### src/rtl/zx_bus_pkg.sv
// Shared definitions for the Z80 I/O bus master.
//   - zx_state_e  : bus-cycle FSM states
//   - zx_req_t    : latched request (direction, port address, write data)
//   - T_CLKS_DEF / WAIT_MAX_DEF : default timing parameters
//   - STROBE_IDLE : {n_iorq, n_rd, n_wr} value outside the strobe window
package zx_bus_pkg;

    localparam int T_CLKS_DEF   = 9;
    localparam int WAIT_MAX_DEF = 255;

    // Tick counter covers T_CLKS up to 15; extension counter covers WAIT_MAX up to 255.
    localparam int TICK_W = 4;
    localparam int EXT_W  = 8;

    localparam logic [2:0] STROBE_IDLE = 3'b111;

    typedef enum logic [2:0] {
        ST_IDLE,
        ST_T1,
        ST_T2,
        ST_TW,
        ST_T3,
        ST_DONE
    } zx_state_e;

    typedef struct packed {
        logic        wr;
        logic [15:0] addr;
        logic [7:0]  wdata;
    } zx_req_t;

endpackage

### src/rtl/zx_tstate_timer.sv
// T-state timer for the Z80 I/O master.
//   clk32, rst_n : clock / async active-low reset
//   run          : FSM is inside T1..T3; tick is held at 0 otherwise
//   ext_clr      : clear the TW extension count (new request accepted)
//   ext_inc      : one more TW extension is being inserted
//   tick         : position inside the current T-state, 0..T_CLKS-1
//   last         : current cycle is the last tick of a T-state
//   ext_cnt      : TW extensions inserted for the current request
module zx_tstate_timer import zx_bus_pkg::*; #(
    parameter int T_CLKS = T_CLKS_DEF
) (
    input  logic              clk32,
    input  logic              rst_n,
    input  logic              run,
    input  logic              ext_clr,
    input  logic              ext_inc,
    output logic [TICK_W-1:0] tick,
    output logic              last,
    output logic [EXT_W-1:0]  ext_cnt
);

    localparam logic [TICK_W-1:0] TICK_LAST = TICK_W'(T_CLKS - 1);

    assign last = run && (tick == TICK_LAST);

    always_ff @(posedge clk32 or negedge rst_n) begin
        if (!rst_n)
            tick <= '0;
        else if (!run || last)
            tick <= '0;
        else
            tick <= tick + 1'b1;
    end

    always_ff @(posedge clk32 or negedge rst_n) begin
        if (!rst_n)
            ext_cnt <= '0;
        else if (ext_clr)
            ext_cnt <= '0;
        else if (ext_inc)
            ext_cnt <= ext_cnt + 1'b1;
    end

endmodule

### src/rtl/zx_io_master.sv
// Z80 I/O bus master: turns one request into a T1/T2/TW/T3 I/O cycle.
//   Request side : req_valid/req_ready handshake, req_wr, req_addr, req_wdata
//   Response side: rsp_valid (one-cycle pulse), rsp_rdata, rsp_timeout
//   Z80 bus      : a, d_out/d_oe/d_in, n_iorq, n_rd, n_wr, n_m1, n_mreq, n_wait
// Bus strobes are decoded from the registered state so an asynchronous reset
// releases them in the same instant.
module zx_io_master import zx_bus_pkg::*; #(
    parameter int T_CLKS   = T_CLKS_DEF,
    parameter int WAIT_MAX = WAIT_MAX_DEF
) (
    input  logic        clk32,
    input  logic        rst_n,
    input  logic        req_valid,
    output logic        req_ready,
    input  logic        req_wr,
    input  logic [15:0] req_addr,
    input  logic [7:0]  req_wdata,
    output logic        rsp_valid,
    output logic [7:0]  rsp_rdata,
    output logic        rsp_timeout,
    output logic [15:0] a,
    output logic [7:0]  d_out,
    output logic        d_oe,
    input  logic [7:0]  d_in,
    output logic        n_iorq,
    output logic        n_rd,
    output logic        n_wr,
    output logic        n_m1,
    output logic        n_mreq,
    input  logic        n_wait
);

    // Strobes stay low through T3 tick TICK_HALF-1; read data is captured then.
    localparam logic [TICK_W-1:0] TICK_HALF = TICK_W'(T_CLKS / 2);
    localparam logic [TICK_W-1:0] TICK_CAP  = TICK_W'(T_CLKS / 2 - 1);
    localparam logic [EXT_W-1:0]  EXT_MAX   = EXT_W'(WAIT_MAX);

    zx_state_e          state_q, state_d;
    zx_req_t            req_q;
    logic [1:0]         wait_sync;
    logic               wait_s;
    logic [TICK_W-1:0]  tick;
    logic               last;
    logic [EXT_W-1:0]   ext_cnt;
    logic               ext_inc;
    logic               accept;
    logic               run;
    logic               strobe_on;
    logic               cap_now;
    logic [7:0]         rdata_cap;
    logic               timeout_q;

    assign req_ready = (state_q == ST_IDLE);
    assign accept    = req_valid && req_ready;
    assign run       = (state_q == ST_T1) || (state_q == ST_T2) ||
                       (state_q == ST_TW) || (state_q == ST_T3);
    assign strobe_on = (state_q == ST_T2) || (state_q == ST_TW) ||
                       ((state_q == ST_T3) && (tick < TICK_HALF));
    assign cap_now   = (state_q == ST_T3) && (tick == TICK_CAP);
    assign wait_s    = wait_sync[1];

    assign {n_iorq, n_rd, n_wr} = strobe_on ? {1'b0, req_q.wr, !req_q.wr} : STROBE_IDLE;
    assign n_m1      = 1'b1;
    assign n_mreq    = 1'b1;
    assign a         = req_q.addr;
    assign d_out     = req_q.wdata;
    assign d_oe      = run && req_q.wr;
    assign rsp_valid = (state_q == ST_DONE);

    zx_tstate_timer #(.T_CLKS(T_CLKS)) u_timer (
        .clk32   (clk32),
        .rst_n   (rst_n),
        .run     (run),
        .ext_clr (accept),
        .ext_inc (ext_inc),
        .tick    (tick),
        .last    (last),
        .ext_cnt (ext_cnt)
    );

    // n_wait is asynchronous to clk32; resets to "not waiting".
    always_ff @(posedge clk32 or negedge rst_n) begin
        if (!rst_n)
            wait_sync <= 2'b11;
        else
            wait_sync <= {wait_sync[0], n_wait};
    end

    always_ff @(posedge clk32 or negedge rst_n) begin
        if (!rst_n)
            state_q <= ST_IDLE;
        else
            state_q <= state_d;
    end

    always_comb begin
        state_d = state_q;
        ext_inc = 1'b0;
        case (state_q)
            ST_IDLE: if (accept) state_d = ST_T1;
            ST_T1:   if (last) state_d = ST_T2;
            ST_T2:   if (last) state_d = ST_TW;
            ST_TW: begin
                if (last) begin
                    // Stay in TW for another T-state while the slave holds
                    // n_wait low, up to the extension budget.
                    if (!wait_s && (ext_cnt < EXT_MAX))
                        ext_inc = 1'b1;
                    else
                        state_d = ST_T3;
                end
            end
            ST_T3:   if (last) state_d = ST_DONE;
            ST_DONE: state_d = ST_IDLE;
            default: state_d = ST_IDLE;
        endcase
    end

    always_ff @(posedge clk32 or negedge rst_n) begin
        if (!rst_n) begin
            req_q.wr    <= 1'b0;
            req_q.addr  <= '0;
            req_q.wdata <= '0;
        end else if (accept) begin
            req_q.wr    <= req_wr;
            req_q.addr  <= req_addr;
            req_q.wdata <= req_wdata;
        end
    end

    // Response fields only change on entry to DONE so they hold between pulses.
    always_ff @(posedge clk32 or negedge rst_n) begin
        if (!rst_n) begin
            rdata_cap   <= 8'hFF;
            timeout_q   <= 1'b0;
            rsp_rdata   <= 8'hFF;
            rsp_timeout <= 1'b0;
        end else begin
            if (cap_now)
                rdata_cap <= d_in;
            // Leaving TW with wait still asserted means the budget ran out.
            if ((state_q == ST_TW) && (state_d == ST_T3))
                timeout_q <= !wait_s;
            if ((state_q == ST_T3) && (state_d == ST_DONE)) begin
                rsp_rdata   <= req_q.wr ? 8'hFF : rdata_cap;
                rsp_timeout <= timeout_q;
            end
        end
    end

endmodule
### config.mk
export PLATFORM = sky130hd
export DESIGN_NAME = zx_io_master
export DESIGN_NICKNAME = d
export VERILOG_FILES = /design/src/rtl/zx_bus_pkg.sv /design/src/rtl/zx_tstate_timer.sv /design/src/rtl/zx_io_master.sv
export SDC_FILE = /design/constraint.sdc
export NUM_CORES = 1
export LEC_CHECK = 0
export CELL_PAD_IN_SITES_DETAIL_PLACEMENT = 1
export CELL_PAD_IN_SITES_GLOBAL_PLACEMENT = 2
export CORE_UTILIZATION = 31
export DETAILED_ROUTE_END_ITERATION = 16
export GPL_TIMING_DRIVEN = 0
export MAX_ROUTING_LAYER = met4
export PLACE_DENSITY = 0.85
export SLEW_MARGIN = 5
export SYNTH_ARGS = -nofsm -noshare
export SYNTH_HDL_FRONTEND = slang
export SYNTH_HIERARCHICAL = 1
export SYNTH_SLANG_ARGS = --single-unit
### constraint.sdc
create_clock -name clk32 -period 2.9 [get_ports clk32]
set_clock_uncertainty 0.15 [all_clocks]
set_input_delay 0.435 -clock clk32 [delete_from_list [all_inputs] [get_ports clk32]]
set_output_delay 0.435 -clock clk32 [all_outputs]
set_load 0.05 [all_outputs]
==> impl_metrics.toml <==
[sta]
report.final.hold_viol_count = 0
finalCritPeriodShare_pct = 91.9
rsz0062_at_grt = "no"
worstMarginPinSlew_ps = 772
slew_headroom_pct = 48.6
fin_crit_ps = 2670
fmax_ghz = 0.375
finalMaxSlewViolations = 0
fin_ws_ps = 235
setup_viol = 0

[placed_design]
port_buffers = 75
dp_slack_ps = -296
gp_congestion = 0.741
place_hpwl_mm = 4.37

[synthesis]
ys_warn_count = 6
netlist_area_sq_um = 2820
synthCells = 234
synth_area_per_cell_sq_um = 12.1
yosysTopAreaCellShare_pct = 37.3
yosysTopAreaCell = "dfrtp_1"
ys_ff_latch = 60
synth_edf_count = 0
yosysUniqueCellTypes = 44
synth-seq-area-share_pct = 54.0
yosys_most_used_dff = "dfrtp_1"
synth_area_leaders = "dfrtp_1 37%, dfstp_2 17%, mux2_2 14%, buf_4 8.8%, nor2_1 3.6%"
synth-async-reset-ratio_pct = 100

[layout]
antenna_cells = 0
utilization_pct = 45.3
area_delta_synth_final_pct = 40.9
nets = 363
layout-drive-gt1-share_pct = 35.1

[setup_path]
path_cells = "buf_4, nor2b_1, a21oi_1, or2_2, dlygate4sd2_1"
required_ps = 2320
critPathMaxStageDelay_ps = 530
crit_path_end_kind = "output pin"
critical_path.slowest_cell = "dlygate4sd2_1"
critPathMaxFanout = 10
cp.arrival_ps = 2080
critPathLaunchType = "flip-flop"
path_class = "flip-flop to output pin"

[cts]
clockRootBuffer = "clkbuf_8"
cts_sinks = 60
insertion_delay_ps = 330
cts_hold_buf = 0
clkTransAtPathRegs_ps = 70
htreeDepth = 3
cts_tree = "done"
cts_buffer_depth = 2
numCtsBuffers = 9

[drt]
drc = 0
dr.pass1.iters = 4
wl_mm = 6.21
ant_nets = 0
drtIter0Drc = 103
wl_per_cell_microns = 14.2
detail_route.vias_per_cell = 4.58
num_vias = 1997

[floorplan]
row_count = 34
die_w_microns = 97.4
die_area_sq_um = 9480
start_util_pct = 32.2
die_h_microns = 97.4
coreArea_sq_um = 8760
ios = 78

[run]
maxCapViolations = 0

[global_routing]
grt.total_usage_pct = 14.9
grt_pass1_wl_mm = 10.8
antenna_found_initial = 0
grt_pass1_vias = 2140
grt_overflow = 0
grt_max_degree = 61

[status]
outcome = "complete, no violations"

[power]
p_leak_nw = 1.68
ir_drop_v = 0.000640
power-per-cell-area_nw_per_um2 = 1030

[hold_path]
hp-class = "input port to async pin"
[worst max-delay path: cells and delay by family (launching register included)]
kind                   cells  cell delay [ps]
buffers and inverters      2              730
flip-flops                 1              430
AND/OR/NAND/NOR            2              320
AO/OA/AOI/OAI              1              280
[area by class of cell]
class / count / area (sq um)
flip-flops and latches: 60 / 1520
inverters: 4 / 15.0
plain buffers: 37 / 279
clock inverters: 6 / 87.6
well taps: 108 / 135
multi-input cells: 134 / 1030
fillers: 944 / 4790
clock buffers: 10 / 138
repair buffers: 77 / 762
[synthesized netlist by cell type (3+ instances only)]
cell type	instances
dfrtp_1	42
buf_4	33
nor2_1	27
nand2_1	5
xor2_1	3
dfstp_2	18
ha_1	3
mux2_2	34
or3_1	3
nand4_1	4
o21ai_0	5
inv_1	4
a21oi_1	14
[report_power, final]
part           total (W)  switching [W]  leakage [nW]  internal, W
Sequential       0.00128       0.000193         0.709      0.00109
Clock           0.000841       0.000336         0.105     0.000505
Combinational    0.00199        0.00112         0.867     0.000862
Total            0.00410        0.00165          1.68      0.00245
[metal layers]
| metal | GRT usage [%] | wire length, microns | up-vias |
|---|---|---|---|
| met5 | - | 0 | - |
| met4 | 4.41 | 92 | 0 |
| met3 | 5.90 | 367 | 10 |
| met2 | 23.0 | 3020 | 59 |
| met1 | 18.1 | 2730 | 974 |
| li1 | - | - | 954 |
[layout by cell type (no fill, tap or decap), types with 2 or more instances in the layout]
cell type	count
clkdlybuf4s50_1	70
dfrtp_1	42
buf_4	36
mux2_2	34
nor2_1	26
dfstp_2	18
a21oi_1	14
clkbuf_8	10
nand2_1	5
o21ai_0	5
nand4_1	4
inv_1	4
clkinvlp_4	3
dlygate4sd2_1	3
or3_1	3
xor2_1	3
ha_1	3
nor3_1	2
buf_6	2
o21bai_1	2
nor2b_1	2
nand2b_1	2
conb_1	2
bufinv_16	2
mux2i_1	2
nand3_1	2
[metrics by stage]
| step | total power, W | cells | hold WS (ps) | setup TNS [ps] | cell area, sq um |
|---|---|---|---|---|---|
| after floorplan | 0.00269 | 235 | -10.6 | 0 | 2820 |
| after global placement | 0.00323 | 418 | 198 | -34310 | 3710 |
| after detailed placement | 0.00329 | 418 | 199 | -812 | 3710 |
| after CTS | 0.00415 | 434 | 38.9 | 0 | 3940 |
| after global routing | 0.00436 | 436 | 62.7 | 0 | 3970 |
| final | 0.00410 | 436 | 20.2 | 0 | 3970 |
[kinds of logic (layout without fill, tap and decap cells)]
group | Yosys count | count (layout) | synth area share (%)
buffers and inverters | 41 | 134 | 10.4
other | 1 | 2 | 0.133
AO/OA/AOI/OAI | 30 | 30 | 7.14
flip-flops | 60 | 60 | 54.0
adder cells (fa/ha/maj) | 3 | 3 | 1.33
AND/OR/NAND/NOR | 58 | 58 | 11.1
XOR/XNOR | 5 | 5 | 1.55
multiplexers | 36 | 36 | 14.3
[final timing paths]
check	start	endpoint	slack, ps	cells after the start
max	state_q[1]$_DFF_PN0_	n_rd	230	5
min	rst_n	d_out[1]$_DFFE_PN0P_	20	1
max reg2reg	state_q[0]$_DFF_PN0_	u_timer/ext_cnt[7]$_DFFE_PN0P_	260	10
min reg2reg	wait_sync[0]$_DFF_PN1_	wait_sync[1]$_DFF_PN1_	210	0
max in group asynchronous	rst_n	timeout_q$_DFFE_PN0P_	2060	1
min in group clk32	wait_sync[0]$_DFF_PN1_	wait_sync[1]$_DFF_PN1_	210	0
[registers in the layout, summed over array words and instances (netlist names)]
| register | cells |
|---|---|
| timeout_q | 1 |
| req_q | 1 |
| rsp_rdata | 8 |
| u_timer/tick | 4 |
| rdata_cap | 8 |
| a | 16 |
| wait_sync | 2 |
| rsp_timeout | 1 |
| state_q | 3 |
| d_out | 8 |
| u_timer/ext_cnt | 8 |
[what timing repair did]
action                                  4_1_cts  5_1_grt
resized for setup                             5        4
pin swaps                                     0        1
endpoints found under the setup margin        8        4
setup buffers                                 0        2
(Power assumes the default switching activity.)
